===== src/rtl/bicubic_pkg.sv =====
// Shared types and constants for the bicubic tap sequencer and its helpers.
package bicubic_pkg;

  localparam int unsigned PIX_W        = 8;
  localparam int unsigned CODE_W       = 3;
  localparam int unsigned TAPS         = 4;
  localparam int unsigned TABLE_PHASES = 4;

  typedef enum logic [1:0] {
    FILL  = 2'd0,
    RUN   = 2'd1,
    FLUSH = 2'd2
  } state_t;

  // Weight codes understood by bicubic_vector_mult. Values are in units of
  // 2^-7 and every table row sums to 128 (UNITY).
  typedef enum logic [CODE_W-1:0] {
    WC_ZERO   = 3'd0,   //    0
    WC_UNITY  = 3'd1,   //  128
    WC_NEG9   = 3'd2,   //   -9
    WC_POS111 = 3'd3,   //  111
    WC_POS29  = 3'd4,   //   29
    WC_NEG3   = 3'd5,   //   -3
    WC_NEG8   = 3'd6,   //   -8
    WC_POS72  = 3'd7    //   72
  } weight_code_t;

  typedef logic [0:TAPS-1][CODE_W-1:0] tap_codes_t;

  // Catmull-Rom (a=-0.5) weights at t = 0, 1/4, 1/2, 3/4 for taps w0..w3.
  localparam tap_codes_t PHASE_WEIGHT [TABLE_PHASES] = '{
    '{WC_ZERO,  WC_UNITY,  WC_ZERO,   WC_ZERO},
    '{WC_NEG9,  WC_POS111, WC_POS29,  WC_NEG3},
    '{WC_NEG8,  WC_POS72,  WC_POS72,  WC_NEG8},
    '{WC_NEG3,  WC_POS29,  WC_POS111, WC_NEG9}
  };

  // Maps an output phase onto the nearest lower table row for any
  // power-of-two phase count.
  function automatic tap_codes_t phase_codes(input int unsigned phase,
                                             input int unsigned phases);
    logic [1:0] idx;
    idx = 2'((phase * TABLE_PHASES) / phases);
    return PHASE_WEIGHT[idx];
  endfunction

  // Signed weight a code stands for, as the external multiplier decodes it.
  function automatic int code_weight(input logic [CODE_W-1:0] code);
    case (code)
      3'd0:    return 0;
      3'd1:    return 128;
      3'd2:    return -9;
      3'd3:    return 111;
      3'd4:    return 29;
      3'd5:    return -3;
      3'd6:    return -8;
      default: return 72;
    endcase
  endfunction

endpackage


===== src/rtl/bicubic_round_clamp.sv =====
// Rounds a signed fixed-point inner product to the nearest integer and
// saturates it into the unsigned 8-bit pixel range.
module bicubic_round_clamp
  import bicubic_pkg::*;
#(
  parameter int unsigned IPW       = 24,
  parameter int unsigned FRAC_BITS = 7
) (
  input  logic signed [IPW-1:0]   ip,
  output logic        [PIX_W-1:0] pix
);

  localparam logic signed [IPW:0] BIAS    = (IPW+1)'(1) << (FRAC_BITS - 1);
  localparam logic signed [IPW:0] MAX_PIX = (IPW+1)'(255);

  logic signed [IPW:0] biased;
  logic signed [IPW:0] rounded;

  // Add half an LSB, floor-shift, then saturate to 0..255.
  always_comb begin
    biased  = $signed({ip[IPW-1], ip}) + BIAS;
    rounded = biased >>> FRAC_BITS;
    pix     = '0;
    if (rounded[IPW]) begin
      pix = '0;
    end else if (rounded > MAX_PIX) begin
      pix = '1;
    end else begin
      pix = rounded[PIX_W-1:0];
    end
  end

endmodule


===== src/rtl/bicubic_tap_sequencer.sv =====
// Streaming 1-D bicubic upscaler: buffers a 4-tap window, sequences phases
// through the external multiplier and registers the rounded result.
module bicubic_tap_sequencer
  import bicubic_pkg::*;
#(
  parameter int unsigned INTER_PRODUCT_WIDTH = 24,
  parameter int unsigned PHASES              = 4,
  parameter int unsigned FRAC_BITS           = 7,
  parameter int unsigned MAX_LINE            = 4096
) (
  input  logic                                  clk,
  input  logic                                  rst,
  input  logic                                  s_valid,
  output logic                                  s_ready,
  input  logic [PIX_W-1:0]                      s_pixel,
  input  logic                                  s_last,
  output logic                                  m_valid,
  input  logic                                  m_ready,
  output logic [PIX_W-1:0]                      m_pixel,
  output logic                                  m_last,
  output logic [PIX_W:0]                        mult_pixel_1,
  output logic [PIX_W:0]                        mult_pixel_2,
  output logic [PIX_W:0]                        mult_pixel_3,
  output logic [PIX_W:0]                        mult_pixel_4,
  output logic [CODE_W-1:0]                     mult_weight_1,
  output logic [CODE_W-1:0]                     mult_weight_2,
  output logic [CODE_W-1:0]                     mult_weight_3,
  output logic [CODE_W-1:0]                     mult_weight_4,
  input  logic signed [INTER_PRODUCT_WIDTH-1:0] mult_inner_product
);

  localparam int unsigned PH_W  = $clog2(PHASES);
  localparam int unsigned CNT_W = $clog2(MAX_LINE + 1);

  state_t                    state_q, state_nx;
  logic [1:0]                fill_q, fill_nx;
  logic [PH_W-1:0]           phase_q, phase_nx;
  logic [CNT_W-1:0]          n_in_q, n_in_nx;
  logic [CNT_W-1:0]          groups_q, groups_nx;
  logic [0:TAPS-1][PIX_W-1:0] w_q, w_nx;
  logic                      adv, issue, last_nx, last_phase;
  logic [PIX_W-1:0]          rc_pix;
  tap_codes_t                codes;

  assign adv        = !m_valid || m_ready;
  assign last_phase = (phase_q == PH_W'(PHASES - 1));
  assign codes      = phase_codes(32'(phase_q), PHASES);

  assign mult_pixel_1  = {1'b0, w_q[0]};
  assign mult_pixel_2  = {1'b0, w_q[1]};
  assign mult_pixel_3  = {1'b0, w_q[2]};
  assign mult_pixel_4  = {1'b0, w_q[3]};
  assign mult_weight_1 = codes[0];
  assign mult_weight_2 = codes[1];
  assign mult_weight_3 = codes[2];
  assign mult_weight_4 = codes[3];

  bicubic_round_clamp #(
    .IPW       (INTER_PRODUCT_WIDTH),
    .FRAC_BITS (FRAC_BITS)
  ) u_round_clamp (
    .ip  (mult_inner_product),
    .pix (rc_pix)
  );

  // Next-state, window/counter updates, input ready and issue decision.
  always_comb begin
    state_nx  = state_q;
    fill_nx   = fill_q;
    phase_nx  = phase_q;
    n_in_nx   = n_in_q;
    groups_nx = groups_q;
    w_nx      = w_q;
    s_ready   = 1'b0;
    issue     = 1'b0;
    last_nx   = 1'b0;
    case (state_q)
      FILL: begin
        s_ready = 1'b1;
        if (s_valid) begin
          n_in_nx = n_in_q + CNT_W'(1);
          fill_nx = fill_q + 2'd1;
          case (fill_q)
            2'd0:    w_nx = {4{s_pixel}};
            2'd1:    w_nx = {w_q[0], w_q[0], s_pixel, s_pixel};
            default: w_nx = {w_q[0], w_q[1], w_q[2], s_pixel};
          endcase
          if (s_last) begin
            state_nx  = FLUSH;
            fill_nx   = '0;
            phase_nx  = '0;
            groups_nx = '0;
          end else if (fill_q == 2'd2) begin
            state_nx = RUN;
            fill_nx  = '0;
          end
        end
      end
      RUN: begin
        if (!last_phase) begin
          if (adv) begin
            issue    = 1'b1;
            phase_nx = phase_q + PH_W'(1);
          end
        end else begin
          // The last phase of a group only fires together with the pixel
          // that slides the window, so issue/shift/phase reset are atomic.
          s_ready = adv;
          if (s_valid && adv) begin
            issue     = 1'b1;
            phase_nx  = '0;
            w_nx      = {w_q[1], w_q[2], w_q[3], s_pixel};
            groups_nx = groups_q + CNT_W'(1);
            n_in_nx   = n_in_q + CNT_W'(1);
            if (s_last) state_nx = FLUSH;
          end
        end
      end
      FLUSH: begin
        if (adv) begin
          issue = 1'b1;
          if (!last_phase) begin
            phase_nx = phase_q + PH_W'(1);
          end else begin
            phase_nx  = '0;
            groups_nx = groups_q + CNT_W'(1);
            if (groups_q + CNT_W'(1) == n_in_q) begin
              last_nx   = 1'b1;
              state_nx  = FILL;
              n_in_nx   = '0;
              groups_nx = '0;
            end else begin
              w_nx = {w_q[1], w_q[2], w_q[3], w_q[3]};
            end
          end
        end
      end
      default: state_nx = FILL;
    endcase
  end

  // State, window, counters and the registered output stage.
  always_ff @(posedge clk) begin
    if (rst) begin
      state_q  <= FILL;
      fill_q   <= '0;
      phase_q  <= '0;
      n_in_q   <= '0;
      groups_q <= '0;
      w_q      <= '0;
      m_valid  <= 1'b0;
      m_pixel  <= '0;
      m_last   <= 1'b0;
    end else begin
      state_q  <= state_nx;
      fill_q   <= fill_nx;
      phase_q  <= phase_nx;
      n_in_q   <= n_in_nx;
      groups_q <= groups_nx;
      w_q      <= w_nx;
      if (adv) m_valid <= issue;
      if (issue) begin
        m_pixel <= rc_pix;
        m_last  <= last_nx;
      end
    end
  end

endmodule

===== config.mk =====
export PLATFORM = sky130hd
export DESIGN_NAME = bicubic_tap_sequencer
export DESIGN_NICKNAME = d
export VERILOG_FILES = /design/src/rtl/bicubic_pkg.sv /design/src/rtl/bicubic_round_clamp.sv /design/src/rtl/bicubic_tap_sequencer.sv
export SDC_FILE = /design/constraint.sdc
export NUM_CORES = 1
export LEC_CHECK = 0
export ABC_AREA = 1
export BUFFER_PORTS_ARGS = -buffer_cell sky130_fd_sc_hd__buf_2
export CAP_MARGIN = 40
export CORE_ASPECT_RATIO = 0.7
export CORE_UTILIZATION = 51
export CTS_BUF_LIST = sky130_fd_sc_hd__clkbuf_4 sky130_fd_sc_hd__clkbuf_8 sky130_fd_sc_hd__clkbuf_16
export CTS_CLUSTER_SIZE = 12
export DETAILED_ROUTE_END_ITERATION = 6
export PLACE_DENSITY_LB_ADDON = 0.15
export SLEW_MARGIN = 20
export SYNTH_ARGS = -nofsm -noshare
export SYNTH_HDL_FRONTEND = slang
export SYNTH_SLANG_ARGS = --single-unit

===== constraint.sdc =====
create_clock -name clk -period 2.3 [get_ports clk]
set_clock_uncertainty 0.05 [all_clocks]
set_input_delay 0.46 -clock clk [delete_from_list [all_inputs] [get_ports clk]]
set_output_delay 0.46 -clock clk [all_outputs]
set_load 0.005 [all_outputs]

==> results.py <==
metrics = {
    "placed_design": {
        "io_buffers": 85,
        "placed_cell_area_sq_mm": 0.005644,
        "place_hpwl_um": 10600,
        "place_congestion": 0.9371,
    },
    "setup_path": {
        "cp_data_required_time_ns": 2.52,
        "r2r-end": "mult_pixel_1[5]",
        "crit_slowest_cell": "dfxtp_1",
        "timing_worst_setup_path_type": "flip-flop to flip-flop",
        "worstPathArrival_ns": 2.57,
        "startpoint": "groups_q[9]",
        "reg2reg_from": "groups_q[9]",
        "endpoint": "mult_pixel_1[5]",
        "cp_cell_sequence": "nand2_1, nor2_1, nand2_1, o21ai_2, nand2_1, nand2_2, nand4_1, nor2_4, nand3_4, buf_12, clkbuf_16, nand3_2, nand2_1, nor2_1",
        "start_kind": "flip-flop",
        "path_common_cell": "nand2_1",
        "max_stage_delay_ns": 0.43,
        "crit_fanout": 8,
        "reg2reg_slack_ns": -0.05,
        "end_kind": "flip-flop",
        "reg2reg_depth": 14,
    },
    "sta": {
        "max_slew_margin_pct": 40.20,
        "finalCriticalPeriod_ns": 2.349,
        "rsz0062_at_grt": "yes",
        "worst_slack_ns": -0.04905,
        "drv_slew": 0,
        "finalSetupViolCount": 18,
        "worst_pin_slew_ns": 0.8960,
        "fmax_ghz": 0.4257,
        "period_share_pct": 102.1,
        "holdWs_ns": 0.3352,
        "setup-tns-final_ns": -0.3631,
        "finalHoldViolCount": 0,
    },
    "run": {
        "drv_cap": 0,
    },
    "clock_tree": {
        "ctsHoldBuffers": 0,
        "clockRootBuffer": "clkbuf_16",
        "cts.path.max_buffers": 2,
        "numClockSinks": 74,
        "htreeDepth": 3,
        "numCtsBuffers": 9,
        "cts_tree": "yes",
        "insertion_delay_ns": 0.34,
        "clk_pin_slew_ns": 0.06,
    },
    "pwr": {
        "powerDensity_mw_per_mm2": 1298,
        "p_int_w": 0.004380,
        "ir_drop_mv": 1.166,
        "power.switching_w": 0.003971,
        "p_comb_share_pct": 59.7,
        "power_leakage_nw": 2.829,
        "switching_share_pct": 47.55,
        "p_seq_share_pct": 23.5,
        "p_clk_share_pct": 16.8,
        "power_w": 0.008351,
    },
    "logic_synthesis": {
        "yosys_warnings": 0,
        "avgSynthCellArea_sq_um": 6.441,
        "syn_inst": 779,
        "synth_cell_types": 45,
        "synth_seq_cells": 74,
        "ys_seq_area_share_pct": 29.53,
        "synth_area_sq_mm": 0.005017,
        "synth_edf_count": 0,
        "async_reset_ff_share_pct": 0,
        "synth_top_flop_cell": "dfxtp_1",
    },
    "floorplan": {
        "floorplan.initialDensity_pct": 54.01,
        "ios": 96,
        "dieArea_sq_mm": 0.01024,
        "die_y_um": 84.99,
        "num_rows": 29,
        "core_area_sq_mm": 0.009289,
        "die_w_um": 120.6,
    },
    "detailed_routing": {
        "first_pass_iters": 6,
        "wl_um": 16010,
        "drt_iter0_drc": 748,
        "drc": 0,
        "avgRoutedWirePerCell_um": 15.86,
        "num_vias": 5811,
        "viasPerCell": 5.753,
        "ant_nets": 0,
    },
    "status": {
        "status": "finished with violations",
        "failed_checks": "setup timing",
    },
    "min_path": {
        "hp-class": "input pin to flip-flop",
    },
    "global_routing": {
        "track_usage_pct": 28.89,
        "antenna_found_initial": 0,
        "grt_pass1_vias": 4971,
        "grt_start_max_net_pins": 43,
        "grt_pass1_wl_um": 23750,
        "globalRouteOverflowTotal": 0,
    },
    "cells_and_area": {
        "fin_area_sq_mm": 0.006432,
        "layout-drive-gt1-share_pct": 27.65,
        "finalNetCount": 929,
        "layout_commonest_cell": "nand2_1",
        "final_util_pct": 69.25,
        "diodes": 0,
        "layout_common_cells": "171 x nand2_1, 85 x nor2_1, 85 x buf_2",
        "area_delta_synth_final_pct": 28.20,
        "nFillCells": 782,
    },
}
## synthesized netlist by cell type (all sizes together), types with 2 or more instances
library cell / number / area [sq um]
nand2: 190 / 723.2
nor2: 97 / 399.1
nand3: 93 / 480.5
a21oi: 90 / 525.5
inv: 79 / 296.5
dfxtp: 74 / 1481
buf: 25 / 180.2
xor2: 23 / 201.4
o21ai: 22 / 110.1
clkbuf: 16 / 60.06
nor3: 14 / 86.34
ha: 10 / 125.1
nand4: 9 / 56.30
a22oi: 7 / 52.55
a32oi: 5 / 43.79
xnor2: 4 / 35.03
a21boi: 2 / 15.01
a221oi: 2 / 17.52
and3: 2 / 12.51
nor3b: 2 / 20.02
nor4: 2 / 12.51
## kinds of logic after synthesis
family	count (synthesis)	share of synthesized area, %
buffers and inverters	121	10.77
flip-flops	74	29.53
XOR/XNOR	27	4.713
AND/OR/NAND/NOR	411	35.94
adder cells (fa/ha/maj)	10	2.494
AO/OA/AOI/OAI	135	16.48
other	1	0.07474
## power by group through the flow
stage / logic [W] / clock network [W] / registers, W
final: 0.00498 / 0.00140 / 0.00197
after global routing: 0.00541 / 0.00149 / 0.00200
after CTS: 0.00435 / 0.00141 / 0.00192
after detailed placement: 0.00427 / 0 / 0.00194
after global placement: 0.00415 / 0 / 0.00193
after floorplan: 0.00301 / 0 / 0.00190
## how the worst min path moves through the flow
stage | depth (start not counted) | slack, ns | to | startpoint
2_1_floorplan | 2 | 0.39 | fill_q[0] | fill_q[0]
3_3_place_gp | 2 | 0.40 | fill_q[0] | fill_q[0]
3_5_place_dp | 2 | 0.41 | m_last | m_last
4_1_cts | 4 | 0.33 | mult_pixel_3[1] | rst
5_1_grt | 4 | 0.35 | mult_pixel_3[1] | rst
6_report | 4 | 0.34 | mult_pixel_3[1] | rst
## final cells by class
| cell class | count | area, sq um | area share, % |
|---|---|---|---|
| Multi-Input combinational cell | 588 | 3276 | 50.92 |
| Clock inverter | 5 | 56.30 | 0.8753 |
| Sequential cell | 74 | 1504 | 23.38 |
| Clock buffer | 10 | 232.7 | 3.618 |
| Timing Repair Buffer | 129 | 899.6 | 13.99 |
| Tap cell | 124 | 155.1 | 2.412 |
| Inverter | 80 | 309.0 | 4.805 |
## metrics by stage
stage	setup WS, ns	std cells
after global placement	-0.07312	978
after global routing	-0.1334	1010
after detailed placement	-0.07529	978
after CTS	0.0002611	994
after floorplan	0.1090	782
final	-0.04905	1010
## critical path, delay by kind of cell, from the launching register on
family / cells / cell delay (ns)
DFF: 1 / 0.43
and+or+nand+nor: 11 / 1.33
buffers and inverters: 2 / 0.34
AOI/OAI and AO/OA: 1 / 0.14
## timing repair
item,4_1_cts,5_1_grt
resized for setup,6,73
buffers inserted,1,10
cloned,0,6
endpoints found under the setup margin,40,70
pin swaps,1,20
## registers in the layout, indices dropped and copies added (netlist names)
name and count:
m_last 1, m_valid 1, mult_pixel_2 8, mult_pixel_3 8, state_q 2, groups_q 13
mult_pixel_4 8, fill_q 2, m_pixel 8, mult_pixel_1 8, phase_q 2, n_in_q 13
## layer usage
metal | global-route usage, % | wire (um)
met2 | 41.95 | 6784
met3 | 5.780 | 1550
met5 | 0 | 0
met4 | 8.418 | 306
met1 | 42.82 | 7373
(Power assumes the default switching activity.)
